--- src/rtl/instr_decode_buffer.sv ---
// instr_decode_buffer: decode-stage front end. It accepts 16-bit instruction
// words from fetch over valid/ready, decodes them on push, and holds up to
// two decoded entries in a skid FIFO. The head entry drives the outputs.
// Supports a synchronous flush on a taken branch or jump.
// Optional feature: define INSTR_DECODE_COUNT_EN to add the issue_count port,
// a 16-bit counter of popped instructions.
module instr_decode_buffer #(
   parameter int DEPTH = 2
) (
   input  logic        clk,
   input  logic        reset,
   input  logic        instr_valid,
   input  logic [15:0] instr_data,
   output logic        instr_ready,
   input  logic        flush,
   output logic        dec_valid,
   input  logic        dec_ready,
   output logic [7:0]  instructionOp,
   output logic [7:0]  immediate,
   output logic [3:0]  rdest,
   output logic [3:0]  rsrc,
`ifdef INSTR_DECODE_COUNT_EN
   output logic [15:0] issue_count,
`endif
   output logic        illegal
);

   localparam logic [1:0] FULL = 2'(DEPTH);

   // Op/ext code: register ALU, load/store/jump and shift classes keep the
   // secondary opcode nibble; every other class zeroes it.
   function automatic logic [7:0] decode_op(input logic [15:0] word);
      logic [7:0] op;
      case (word[15:12])
         4'h0, 4'h4, 4'h8: op = {word[15:12], word[7:4]};
         default:          op = {word[15:12], 4'h0};
      endcase
      return op;
   endfunction

   // Opcodes 0110 and 0111 are reserved.
   function automatic logic decode_illegal(input logic [15:0] word);
      return (word[15:12] == 4'h6) || (word[15:12] == 4'h7);
   endfunction

   logic       head;
   logic       tail;
   logic [1:0] count;
   logic       rdy_en;
   logic       push;
   logic       pop;

   logic [7:0] op_p0   [DEPTH];
   logic [7:0] imm_p0  [DEPTH];
   logic [3:0] rdest_p0[DEPTH];
   logic [3:0] rsrc_p0 [DEPTH];
   logic       ill_p0  [DEPTH];

   // Ready comes only from registered state, so it never depends on instr_valid.
   assign instr_ready = rdy_en && (count != FULL);
   assign dec_valid   = (count != 2'd0);
   assign push        = instr_valid && instr_ready && !flush;
   assign pop         = dec_valid && dec_ready && !flush;

   // Outputs come straight from the head entry register.
   assign instructionOp = op_p0[head];
   assign immediate     = imm_p0[head];
   assign rdest         = rdest_p0[head];
   assign rsrc          = rsrc_p0[head];
   assign illegal       = ill_p0[head];

   // FIFO control: pointers, occupancy, and the post-reset ready enable.
   always_ff @(posedge clk or posedge reset) begin
      if (reset) begin
         head   <= 1'b0;
         tail   <= 1'b0;
         count  <= 2'd0;
         rdy_en <= 1'b0;
      end else begin
         rdy_en <= 1'b1;
         if (flush) begin
            head  <= 1'b0;
            tail  <= 1'b0;
            count <= 2'd0;
         end else begin
            if (push) tail <= ~tail;
            if (pop)  head <= ~head;
            case ({push, pop})
               2'b10:   count <= count + 2'd1;
               2'b01:   count <= count - 2'd1;
               default: count <= count;
            endcase
         end
      end
   end

   // Decode on push into the tail entry; reset clears entries so the outputs read zero.
   always_ff @(posedge clk or posedge reset) begin
      if (reset) begin
         for (int i = 0; i < DEPTH; i++) begin
            op_p0[i]    <= 8'h00;
            imm_p0[i]   <= 8'h00;
            rdest_p0[i] <= 4'h0;
            rsrc_p0[i]  <= 4'h0;
            ill_p0[i]   <= 1'b0;
         end
      end else if (push) begin
         op_p0[tail]    <= decode_op(instr_data);
         imm_p0[tail]   <= instr_data[7:0];
         rdest_p0[tail] <= instr_data[11:8];
         rsrc_p0[tail]  <= instr_data[3:0];
         ill_p0[tail]   <= decode_illegal(instr_data);
      end
   end

`ifdef INSTR_DECODE_COUNT_EN
   // Issue counter: counts pops, wraps naturally, survives flush.
   always_ff @(posedge clk or posedge reset) begin
      if (reset)    issue_count <= 16'h0000;
      else if (pop) issue_count <= issue_count + 16'h0001;
   end
`endif

endmodule

--- config.mk ---
export PLATFORM = sky130hd
export DESIGN_NAME = instr_decode_buffer
export DESIGN_NICKNAME = d
export VERILOG_FILES = /design/src/rtl/instr_decode_buffer.sv
export SDC_FILE = /design/constraint.sdc
export NUM_CORES = 1
export LEC_CHECK = 0
export CAP_MARGIN = 20
export CORE_ASPECT_RATIO = 0.9
export CORE_UTILIZATION = 50
export CTS_CLUSTER_SIZE = 8
export DETAILED_ROUTE_END_ITERATION = 16
export GPL_TIMING_DRIVEN = 0
export PLACE_DENSITY_LB_ADDON = 0.1
export RECOVER_POWER = 100
export SYNTH_ARGS = -nofsm -noshare
export SYNTH_HDL_FRONTEND = slang
export SYNTH_SLANG_ARGS = --single-unit
export TNS_END_PERCENT = 100
--- constraint.sdc ---
create_clock -name clk -period 2.5 [get_ports clk]
set_input_delay 0.5 -clock clk [delete_from_list [all_inputs] [get_ports clk]]
set_output_delay 0.5 -clock clk [all_outputs]
set_load 0.05 [all_outputs]
==> results.md <==
- Global Route Usage Sum: 21.3%
- Final WL: 4.29 mm
- Critical path startpoint: head
- Fin. max-slew vios: 0
- Cell count after synthesis: 164
- Peak Freq: 415 MHz
- Crit path DAT: 1.91 ns
- Ys flop type: dfrtp_1
- Largest area contributor in the netlist: dfrtp_1
- CP top delay family: buffers and inverters
- Worst R2R Start: count[0]
- Iteration-0 DRC Markers: 76
- Final ANT Viol Nets: 0
- Slowest CP cell: dfrtp_2
- DP HPWL: 3.08 mm
- Post-Place Cells: 272
- Syn avg cell area: 13.5 um2
- Drc violations: 0
- Minimum clock period: 2.41 ns
- Hold wc startpoint: imm_p0[1]
- Clk pin slew, worst setup/hold paths: 0.08 ns
- Async set-reset flop share out of synthesis: 100%
- Overflow after GRT: 0
- Worst-path maximum fanout: 10
- Crit path buffers/inverters: 3
- Critical path class: flip-flop to primary output
- Register bit total from synthesis: 47
- First-pass GRT wire length: 7.49 mm
- Final std cells w/o fill: 279
- Die H: 65.1 um
- Num CTS Buffers: 5
- Clock latency at the later pin of the worst-skew pair: 0.29 ns
- DR vias/cell: 5.23
- Post-Synthesis Cell Area: 2210 um2
- Root Driver: clkbuf_8
- Setup crit end kind: primary output
- Outcome: completed
- CTS tree: done
- Finished Core Util: 66.5%
- Boundary Pins: 48
- CP required: 2.00 ns
- Worst Tran Pin Value: 0.854 ns
- Initial antenna violation count: 0
- Hold-fix buffers at CTS: 0
- Initial Utilization: 53.3%
- Register area share after synthesis: 53.1%
- YS warnings: 0
- PwrDens: 835 nW/um2
- Leading cell type in the layout, fill and taps excluded: dfrtp_1
- Worst slack, placed: -0.477 ns
- Post-route setup slack: 0.0908 ns
- Net Count, Synth: 185
- Row count: 22
- # clock sinks: 47
- Buffers added on ports: 47
- Ant diodes: 0
- Final Hold Vio Count: 0
- Share of post-route cells with drive strength above 1: 24.7%
- Leakage power: 0.00132 uW
- Vias in the first global route: 1,511
- Core area: 4160 um2
- CP startpoint kind: flip-flop
- CTS Buffer Depth: 2
- Pin count of the biggest net entering global routing: 37
- Die area: 4700 um2
- Tot Pwr: 2310 uW
- Final setup violation count: 0
- H-tree depth: 2
- Die span in x: 72.2 um
- # Max-Cap Violations: 0
- Layout area overhead: 24.9%
- VDD IR max: 0.536 mV
- Worst-path cell chain: buf_4 > mux2_2 > clkbuf_4 > dlygate4sd2_1
- Vias: 1,458
- Fin nets: 239
- Synth top area share: 53.1%
- HP Class: flip-flop to flip-flop
- Commonest cells after routing, fill and taps aside: dfrtp_1 (46), mux2_2 (34), clkdlybuf4s50_1 (19), dlygate4sd2_1 (18), mux2_1 (16)
- Routed len/inst: 15.4 um
- Slowest stage delay, CP: 0.48 ns
- Distinct cells, synth: 29
- Synth area leaders: dfrtp_1 (53%), mux2_2 (18%), mux2_4 (11%)
- Worst clock skew: 0.00771 ns
- Number of flops mapped to enable cells by yosys: 0
- Pre-antenna DRT Iters: 4
- Placer Congestion: 0.817
- Slew margin rel.: 43.0%
- RSZ-0062 raised after global routing: false
- Final Cycle Share: 96.4%
- Setup repair bufs after CTS: 0
[cells by family after synthesis]
| logic type | share of synthesized area [%] |
|---|---|
| other | 0.169 |
| and+or+nand+nor | 5.65 |
| AOI/OAI and AO/OA | 3.56 |
| DFF | 53.1 |
| muxes | 32.3 |
| xor gates and xnor gates | 0.396 |
| buffers and inverters | 4.86 |
[repair_timing]
item | 4_1_cts | 5_1_grt
gates cloned | 0 | 0
setup endpoints to repair | 25 | 1
gates resized for setup | 23 | 3
[state kept, by name (all words and copies together) (netlist names)]
signal / flops
ill_p0: 2
op_p0: 16
rdest_p0: 8
rdy_en: 1
head: 1
tail: 1
count: 2
imm_p0: 16
[path summary, 6_finish.rpt]
check / to / slack [ns] / cells after the start
max reg2reg: rdest_p0[4] / 0.41 / 4
max in group asynchronous: head / 0.64 / 3
min reg2reg: imm_p0[1] / 0.49 / 1
min: imm_p0[1] / 0.49 / 1
max: rsrc[0] / 0.09 / 4
min in group asynchronous: op_p0[9] / 0.64 / 2
[cell usage after synthesis, types with 4 or more instances]
| library cell | count |
|---|---|
| o21ai_0 | 6 |
| inv_1 | 9 |
| nand2_1 | 11 |
| mux2_4 | 16 |
| mux2i_1 | 8 |
| buf_4 | 4 |
| dfrtp_1 | 47 |
| mux2_2 | 35 |
[power by group]
group / internal [uW] / leakage, uW / switching [uW] / total (uW)
logic: 310 / 0.000685 / 516 / 826
registers: 917 / 0.000585 / 79.2 / 996
clock network: 252 / 0.0000515 / 234 / 486
[area by class of cell]
type	instances	area [um2]
Inverter	9	33.8
Sequential cell	47	1180
Clock buffer	8	100
Multi-Input combinational cell	97	871
Tap cell	60	75.1
Fill cell	331	1390
Buffer	10	60.1
Timing Repair Buffer	48	448
[worst reg2reg max path: cells and delay by family, from the launching register on]
family / cells / cell delay (ns)
DFF: 1 / 0.42
muxes: 1 / 0.42
and+or+nand+nor: 2 / 0.54
buffers and inverters: 1 / 0.61
[metrics by stage]
stage / hold WS, ns / TNS (ns) / area (um2)
after detailed placement: 0.490 / -6.06 / 2780
final: 0.494 / 0 / 2770
after CTS: 0.457 / 0 / 2860
after global placement: 0.483 / -5.46 / 2760
after global routing: 0.516 / 0 / 2770
after floorplan: 0.474 / 0 / 2210
[routing by layer]
metal	track usage, %	wire length, um	vias up
met1	26.9	1890	736
met5	0	0	-
met4	6.86	35	0
met3	5.98	178	6
li1	-	-	677
met2	35.4	2190	39
No activity file was read; power rests on OpenSTA's default activity.
